$ cat src/rtl/window_generator.sv
// -----------------------------------------------------------------------------
// window_generator
//
// Turns a raster-order pixel stream into 3x3 windows for the kernel stage.
// Two line buffers hold the previous two rows; a small history array keeps the
// last two columns of each of the three window rows. A window is emitted for
// every accepted pixel at col >= 2 && row >= 2, one clock after the accept,
// through a single output register (no skid buffer).
//
// Window layout: out_data[DATA_WIDTH*i +: DATA_WIDTH] = w[i], i = 3*r + c,
// w[0] = (row-2, col-2) top-left, w[8] = (row, col) = the accepted pixel.
//
// Ports
//   clk        clock, single domain
//   rst        asynchronous, active-high reset
//   in_pixel   input pixel, raster order
//   in_valid   in_pixel valid
//   in_ready   block can accept in_pixel (combinational from out_ready)
//   in_sof     start of frame (only with SOF_RESYNC_EN)
//   out_data   3x3 window, DATA_WIDTH*9 bits
//   out_valid  out_data valid
//   out_ready  downstream accepts out_data
//   out_last   out_data is the last window of the frame
//
// Configuration macro
//   SOF_RESYNC_EN  adds in_sof; an accepted pixel with in_sof=1 is taken as
//                  (0,0), aborting any partial frame. Without it the counters
//                  free-run and framing is purely IMG_WIDTH*IMG_HEIGHT pixels
//                  since reset.
// -----------------------------------------------------------------------------
module window_generator #(
    parameter int DATA_WIDTH = 8,
    parameter int IMG_WIDTH  = 16,
    parameter int IMG_HEIGHT = 16
) (
    input  logic                    clk,
    input  logic                    rst,
    input  logic [DATA_WIDTH-1:0]   in_pixel,
    input  logic                    in_valid,
    output logic                    in_ready,
`ifdef SOF_RESYNC_EN
    input  logic                    in_sof,
`endif
    output logic [DATA_WIDTH*9-1:0] out_data,
    output logic                    out_valid,
    input  logic                    out_ready,
    output logic                    out_last
);

    localparam int CW = $clog2(IMG_WIDTH);
    localparam int RW = $clog2(IMG_HEIGHT);
    localparam logic [CW-1:0] COL_LAST = CW'(IMG_WIDTH - 1);
    localparam logic [RW-1:0] ROW_LAST = RW'(IMG_HEIGHT - 1);

    logic [CW-1:0]          col_q, col_d, cur_col;
    logic [RW-1:0]          row_q, row_d, cur_row;
    logic                   accept;
    logic                   emit;

    logic [DATA_WIDTH-1:0]  lb0 [IMG_WIDTH];   // row-1
    logic [DATA_WIDTH-1:0]  lb1 [IMG_WIDTH];   // row-2
    logic [DATA_WIDTH-1:0]  hist_q [3][2];     // per window row: [0]=col-2, [1]=col-1
    logic [DATA_WIDTH-1:0]  win_d [9];

    logic                   out_valid_q, out_valid_d;
    logic                   out_last_q, out_last_d;
    logic [DATA_WIDTH*9-1:0] out_data_q, out_data_d;

    // A pixel can be taken whenever the output register is empty or being
    // drained this cycle; reset forces it low.
    assign in_ready = !rst && (!out_valid_q || out_ready);
    assign accept   = in_valid && in_ready;

    always_comb begin
        // NOTE: every combinational output gets a default first so no path
        // leaves it unassigned and infers a latch.
        cur_col     = col_q;
        cur_row     = row_q;
`ifdef SOF_RESYNC_EN
        if (in_sof) begin
            cur_col = '0;
            cur_row = '0;
        end
`endif
        // Columns 0-1 of each row still carry stale history from the previous
        // row; the col >= 2 gate discards those windows.
        emit = accept && (cur_col >= CW'(2)) && (cur_row >= RW'(2));

        for (int r = 0; r < 3; r++) begin
            win_d[3*r]     = hist_q[r][0];
            win_d[3*r + 1] = hist_q[r][1];
        end
        win_d[2] = lb1[cur_col];
        win_d[5] = lb0[cur_col];
        win_d[8] = in_pixel;

        col_d = col_q;
        row_d = row_q;
        if (accept) begin
            if (cur_col == COL_LAST) begin
                col_d = '0;
                row_d = (cur_row == ROW_LAST) ? '0 : cur_row + 1'b1;
            end else begin
                col_d = cur_col + 1'b1;
                row_d = cur_row;
            end
        end

        out_valid_d = out_valid_q && !out_ready;
        out_data_d  = out_data_q;
        out_last_d  = out_last_q;
        if (emit) begin
            out_valid_d = 1'b1;
            for (int i = 0; i < 9; i++) begin
                out_data_d[i*DATA_WIDTH +: DATA_WIDTH] = win_d[i];
            end
            out_last_d = (cur_col == COL_LAST) && (cur_row == ROW_LAST);
        end
    end

    // NOTE: sequential state uses non-blocking assignments so every register
    // samples the pre-edge values regardless of statement order.
    always_ff @(posedge clk or posedge rst) begin
        if (rst) begin
            col_q       <= '0;
            row_q       <= '0;
            out_valid_q <= 1'b0;
            out_last_q  <= 1'b0;
            out_data_q  <= '0;
        end else begin
            col_q       <= col_d;
            row_q       <= row_d;
            out_valid_q <= out_valid_d;
            out_last_q  <= out_last_d;
            out_data_q  <= out_data_d;
        end
    end

    // NOTE: line buffers and window history are storage, not control state,
    // so they carry no reset; the col/row emit gate guarantees no window is
    // built from anything written before the last reset.
    always_ff @(posedge clk) begin
        if (accept) begin
            lb1[cur_col] <= lb0[cur_col];
            lb0[cur_col] <= in_pixel;
            for (int r = 0; r < 3; r++) begin
                hist_q[r][0] <= win_d[3*r + 1];
                hist_q[r][1] <= win_d[3*r + 2];
            end
        end
    end

    assign out_valid = out_valid_q;
    assign out_last  = out_last_q;
    assign out_data  = out_data_q;

endmodule

$ cat config.mk
export PLATFORM = sky130hd
export DESIGN_NAME = window_generator
export DESIGN_NICKNAME = d
export VERILOG_FILES = /design/src/rtl/window_generator.sv
export SDC_FILE = /design/constraint.sdc
export NUM_CORES = 1
export LEC_CHECK = 0
export CELL_PAD_IN_SITES_DETAIL_PLACEMENT = 1
export CELL_PAD_IN_SITES_GLOBAL_PLACEMENT = 2
export CORE_UTILIZATION = 23
export CTS_CLUSTER_SIZE = 16
export DETAILED_ROUTE_END_ITERATION = 12
export GPL_TIMING_DRIVEN = 0
export HOLD_SLACK_MARGIN = 0.05
export PLACE_DENSITY = 0.51
export SLEW_MARGIN = 25
export SYNTH_ARGS = -nofsm -noshare
export SYNTH_HDL_FRONTEND = slang
export SYNTH_SLANG_ARGS = --single-unit
$ cat constraint.sdc
create_clock -name clk -period 9.95 [get_ports clk]
set_input_delay 0.995 -clock clk [delete_from_list [all_inputs] [get_ports clk]]
set_output_delay 0.995 -clock clk [all_outputs]
set_load 0.01 [all_outputs]
### Word level (Yosys, flattened, before mapping)

Memories as Yosys holds them, arrays and structs flattened.
Index checks and enable logic that the tools add are counted.

| word-level totals | value |
|---|---|
| register bits after elaboration | 82 |
| latch bits | 0 |
| memory bits (writable) | 304 |
| bits in read-only memories | 0 |
| input bits | 12 |
| output and inout bits | 75 |
| memories | 3 |

| cells by class | value |
|---|---|
| add/subtract/negate cells | 2 |
| multiply operators | 0 |
| divide/modulo/power cells | 0 |
| magnitude comparators | 2 |
| equality and inequality tests | 2 |
| shifts and indexed selects | 0 |
| mux-type cells | 5 |
| bitwise logic cells | 0 |
| reductions and logical operators | 11 |

Memories:

| name | depth | width | rd ports | clocked after memory_dff | wr ports | RTL line | source |
|---|---|---|---|---|---|---|---|
| lb0 | 16 | 8 | 1 | 0 | 1 | 60 | `logic [DATA_WIDTH-1:0] lb0 [IMG_WIDTH];` |
| lb1 | 16 | 8 | 1 | 0 | 1 | 61 | `logic [DATA_WIDTH-1:0] lb1 [IMG_WIDTH];` |
| hist_q | 3 | 16 | 3 | 0 | 3 | 62 | `logic [DATA_WIDTH-1:0] hist_q [3][2];` |

Operators with widths:

| kind | number |
|---|---|
| 4-bit by 1-bit adder with 4-bit output (second input constant) | 2 |
| 4-bit equality test (second input constant) | 2 |
| 4-bit by 2-bit >= comparator with 1-bit output (second input constant) | 2 |
| 4-bit two-way mux | 2 |
| 1-bit logical AND | 6 |
| 1-bit logical NOT | 3 |
| 1-bit two-way mux | 3 |
| 2-bit AND reduction | 1 |
| 1-bit logical OR | 1 |

### Depth between registers and ports, before layout

| depth | value |
|---|---|
| depth after elaboration | 7 |
| mapped depth | 8 |
| mapped depth without buffers | 5 |

### Worst setup path before layout

No wires, ideal clock.

| timing | value |
|---|---|
| path type | input port to flip-flop |
| start | input port in_valid |
| end | memory lb0[1][0] (enable) |
| arrival time | 3.044 ns |
| required time | 9.514 ns |
| path slack | 6.470 ns |
| stages | 3 |
| path buffers | 0 |
| cells stage by stage | nor2b_2 -> nand2_2 -> nor4b_1 |

| on the way | value |
|---|---|
| cells in the longest elaborated chain, start to end | 3 |

RTL lines:

| what | RTL line | source |
|---|---|---|
| from (decl) | 39 | `input logic in_valid,` |
| 1-bit logical AND | 72 | `assign accept = in_valid && in_ready;` |
| 1-bit two-way mux | 143 | `if (accept) begin` |
| 1-bit two-way mux (implied by the code) | 145 | `lb0[cur_col] <= in_pixel;` |
| to (decl) | 60 |  |

No other way between the ends.

### Final worst setup path

| timing | value |
|---|---|
| start | input port out_ready |
| end | output port in_ready |

| on the way | value |
|---|---|
| cells in the longest elaborated chain, start to end | 2 |

RTL lines:

| what | RTL line | source |
|---|---|---|
| from (decl) | 46 | `input logic out_ready,` |
| 1-bit logical OR | 71 | `assign in_ready = !rst && (!out_valid_q \|\| out_ready);` |
| 1-bit logical AND | 71 |  |
| to (decl) | 40 | `output logic in_ready,` |

No other way between the ends.

==> results.toml <==
[status]
status = "finished clean"

[detailed_routing]
first_pass_iters = 4
drc_errors = 0
wl_per_cell_um = 20.9
via_count = 6980
wl_um = 35900
vias_per_cell = 4.06
drt-initial-drc-count = 432
drt.antenna.violating_nets = 0

[finish]
drive_gt1_share_pct = 30.4
layout_commonest_cell = "edfxtp_1"
area_growth_pct = 25.0
nNetsFinal = 859
fin_cells = 1721
n_antenna_cell = 0
mostFrequentLayoutCells = "304 x edfxtp_1, 86 x clkdlybuf4s50_1, 82 x dfrtp_1"

[synth]
avgSynthCellArea_sq_um = 21.4
yosysTopAreaCellShare_pct = 62.2
yosysUniqueCellTypes = 39
synth_area_leaders = "edfxtp_1 62%, dfrtp_1 14%, mux4_2 9.8%, mux2_4 6.0%, mux2_1 1.1%"
synth_warnings = 0
synth_area_sq_mm = 0.0147
syn_inst = 687
synth_seq_area_share_pct = 76.2
synth_nets = 705
yosysTopAreaCell = "edfxtp_1"
ys_ff_latch = 386

[setup_path]
cp-start-kind = "primary input"
worstRegToRegCells = 6
r2r_start = "col_q[0]$_DFFE_PP0P_"
cp.arrival_ps = 2270
cp_max_fo = 3
r2r_end = "lb0[2][1]$_DFFE_PP_"
path_class = "primary input to output port"
critPathRequiredTime_ps = 8960
end_kind = "output port"
r2r_setup_slack_ps = 6900

[floorplanning]
coreArea_sq_mm = 0.0631
dieArea_sq_mm = 0.0648
rows = 92
fp.dieH_um = 255
start_util_pct = 23.3
io-pin-count = 87
die_w_um = 255

[clocking]
cts_made_buffers = 42
cts_buffer_depth = 3
post_cts_buffers = 0
cts_tree = "yes"
h-tree-depth = 2
cts_sinks = 386
cts_hold_buf = 0
clkTransAtPathRegs_ps = 60
clock_latency_ps = 540
ctsResizeCount = 0
cts-root-buf = "clkbuf_16"

[power_and_ir_drop]
p_leak_nw = 6.32
switchingPower_mw = 1.68
peakVddDrop_mv = 0.126
cellPowerDensity_mw_per_mm2 = 308
clock_power_share_pct = 27.6
power_frac_comb_pct = 32.0
p_sw_share_pct = 29.7
p_int_mw = 3.97
seq_power_share_pct = 40.4

[global_routing]
grt_overflow = 0
grt_pass1_wl_um = 53700
antenna_found_initial = 1
grtUsageTotal_pct = 11.4
grt_max_degree = 48
grt_pass1_vias = 7783

[min_path]
min_to = "hist_q[0][15]$_DFFE_PP_"
min_path_cells = 0
worstHoldStart = "hist_q[0][7]$_DFFE_PP_"
hold_path_class = "flop to flop"

[timing]
fin_ws_ps = 6690
fin_skew_ps = 12.4
hold_viol = 0
worstMarginPinSlew_ps = 1000
rsz0062_at_grt = "false"
slew_viol_final = 0
fin_crit_ps = 3260
setup_viol = 0
fmax_ghz = 0.306
post-route-period-util_pct = 32.8
setup-tns-final_ps = 0
hold_slack_ps = 450
slew_headroom_pct = 33.3

[place]
dpl.hpwl_um = 23300
pre_cts_ws_ps = 6190
gp_congestion = 0.700
io_buffers = 86
dp.cells = 1642

[flow_run]
maxCapViolations = 0
-- power by group through the flow --
stage	clock network (mW)	logic, mW	registers [mW]
floorplan	0	0.936	2.36
CTS	1.61	1.86	2.29
global route	1.68	1.94	2.31
finish	1.56	1.80	2.28
detailed placement	0	1.85	2.32
global placement	0	1.75	2.33
-- cell families (layout without fill, tap and decap cells) --
family	count (synthesis)	after routing	share of synthesized area, %
AOI/OAI and AO/OA	41	41	1.77
DFF	386	386	76.2
xor gates and xnor gates	2	2	0.119
and+or+nand+nor	74	74	2.60
adders and majority gates	6	6	0.512
buffers and inverters	40	228	1.79
muxes	138	138	17.0
-- cells in the mapped netlist (all sizes together) --
library cell / n
inv: 5
o21ai: 5
or3: 1
nor3: 1
nor4b: 4
nor2b: 2
or2: 1
o41ai: 2
clkbuf: 6
mux2i: 1
a31oi: 16
nor3b: 1
o22ai: 16
and2: 8
or4b: 1
a21oi: 2
clkinv: 1
mux2: 73
and4: 2
mux4: 64
dfrtp: 82
nor2: 4
nor4: 2
nand3: 4
xnor2: 2
buf: 28
ha: 6
nand2: 40
nand2b: 3
edfxtp: 304
-- registers in the layout (all words and copies together) (netlist names) --
register / count
cur_row: 4
lb0: 128
lb1: 128
out_data: 72
hist_q: 48
out_valid: 1
out_last: 1
col_q: 4
-- routing by layer --
layer / GRT usage [%] / wire length, um
met5: 0 / 0
met4: 2.38 / 512
met3: 2.08 / 1600
met2: 18.8 / 17400
met1: 15.6 / 16400
-- critical path, stage by stage --
cell	delay (ps)
clkdlybuf4s50_1	430
nor2b_1	290
nor2_1	70
clkdlybuf4s50_1	480
-- area by class of cell --
class	instances	area, sq um
Clock buffer	68	1320
Inverter	6	30.0
Fill cell	6522	44700
Timing Repair Buffer	110	1080
Multi-Input combinational cell	261	3340
Tap cell	846	1060
Sequential cell	386	11200
Clock inverter	10	77.6
Buffer	34	240
-- worst max-delay path by stage --
stage | startpoint | end | slack, ps | cells past startpoint
2_1_floorplan | in_valid | lb0[1][0]$_DFFE_PP_ | 6470 | 3
3_3_place_gp | in_valid | lb1[0][3]$_DFFE_PP_ | 3360 | 4
3_5_place_dp | rst | lb0[10][3]$_DFFE_PP_ | 6190 | 5
4_1_cts | out_ready | in_ready | 6680 | 4
5_1_grt | out_ready | in_ready | 6640 | 4
6_report | out_ready | in_ready | 6690 | 4
-- per-stage QoR --
step | total power, mW | area, sq um | utilization, %
after floorplan | 3.30 | 14700 | -
after global placement | 4.08 | 16600 | 26.3
after detailed placement | 4.17 | 16900 | 26.8
after CTS | 5.76 | 18300 | 29.0
after global routing | 5.93 | 18300 | 29.1
final | 5.65 | 18300 | 29.1
Note: power is estimated with default switching activity, not from simulation.
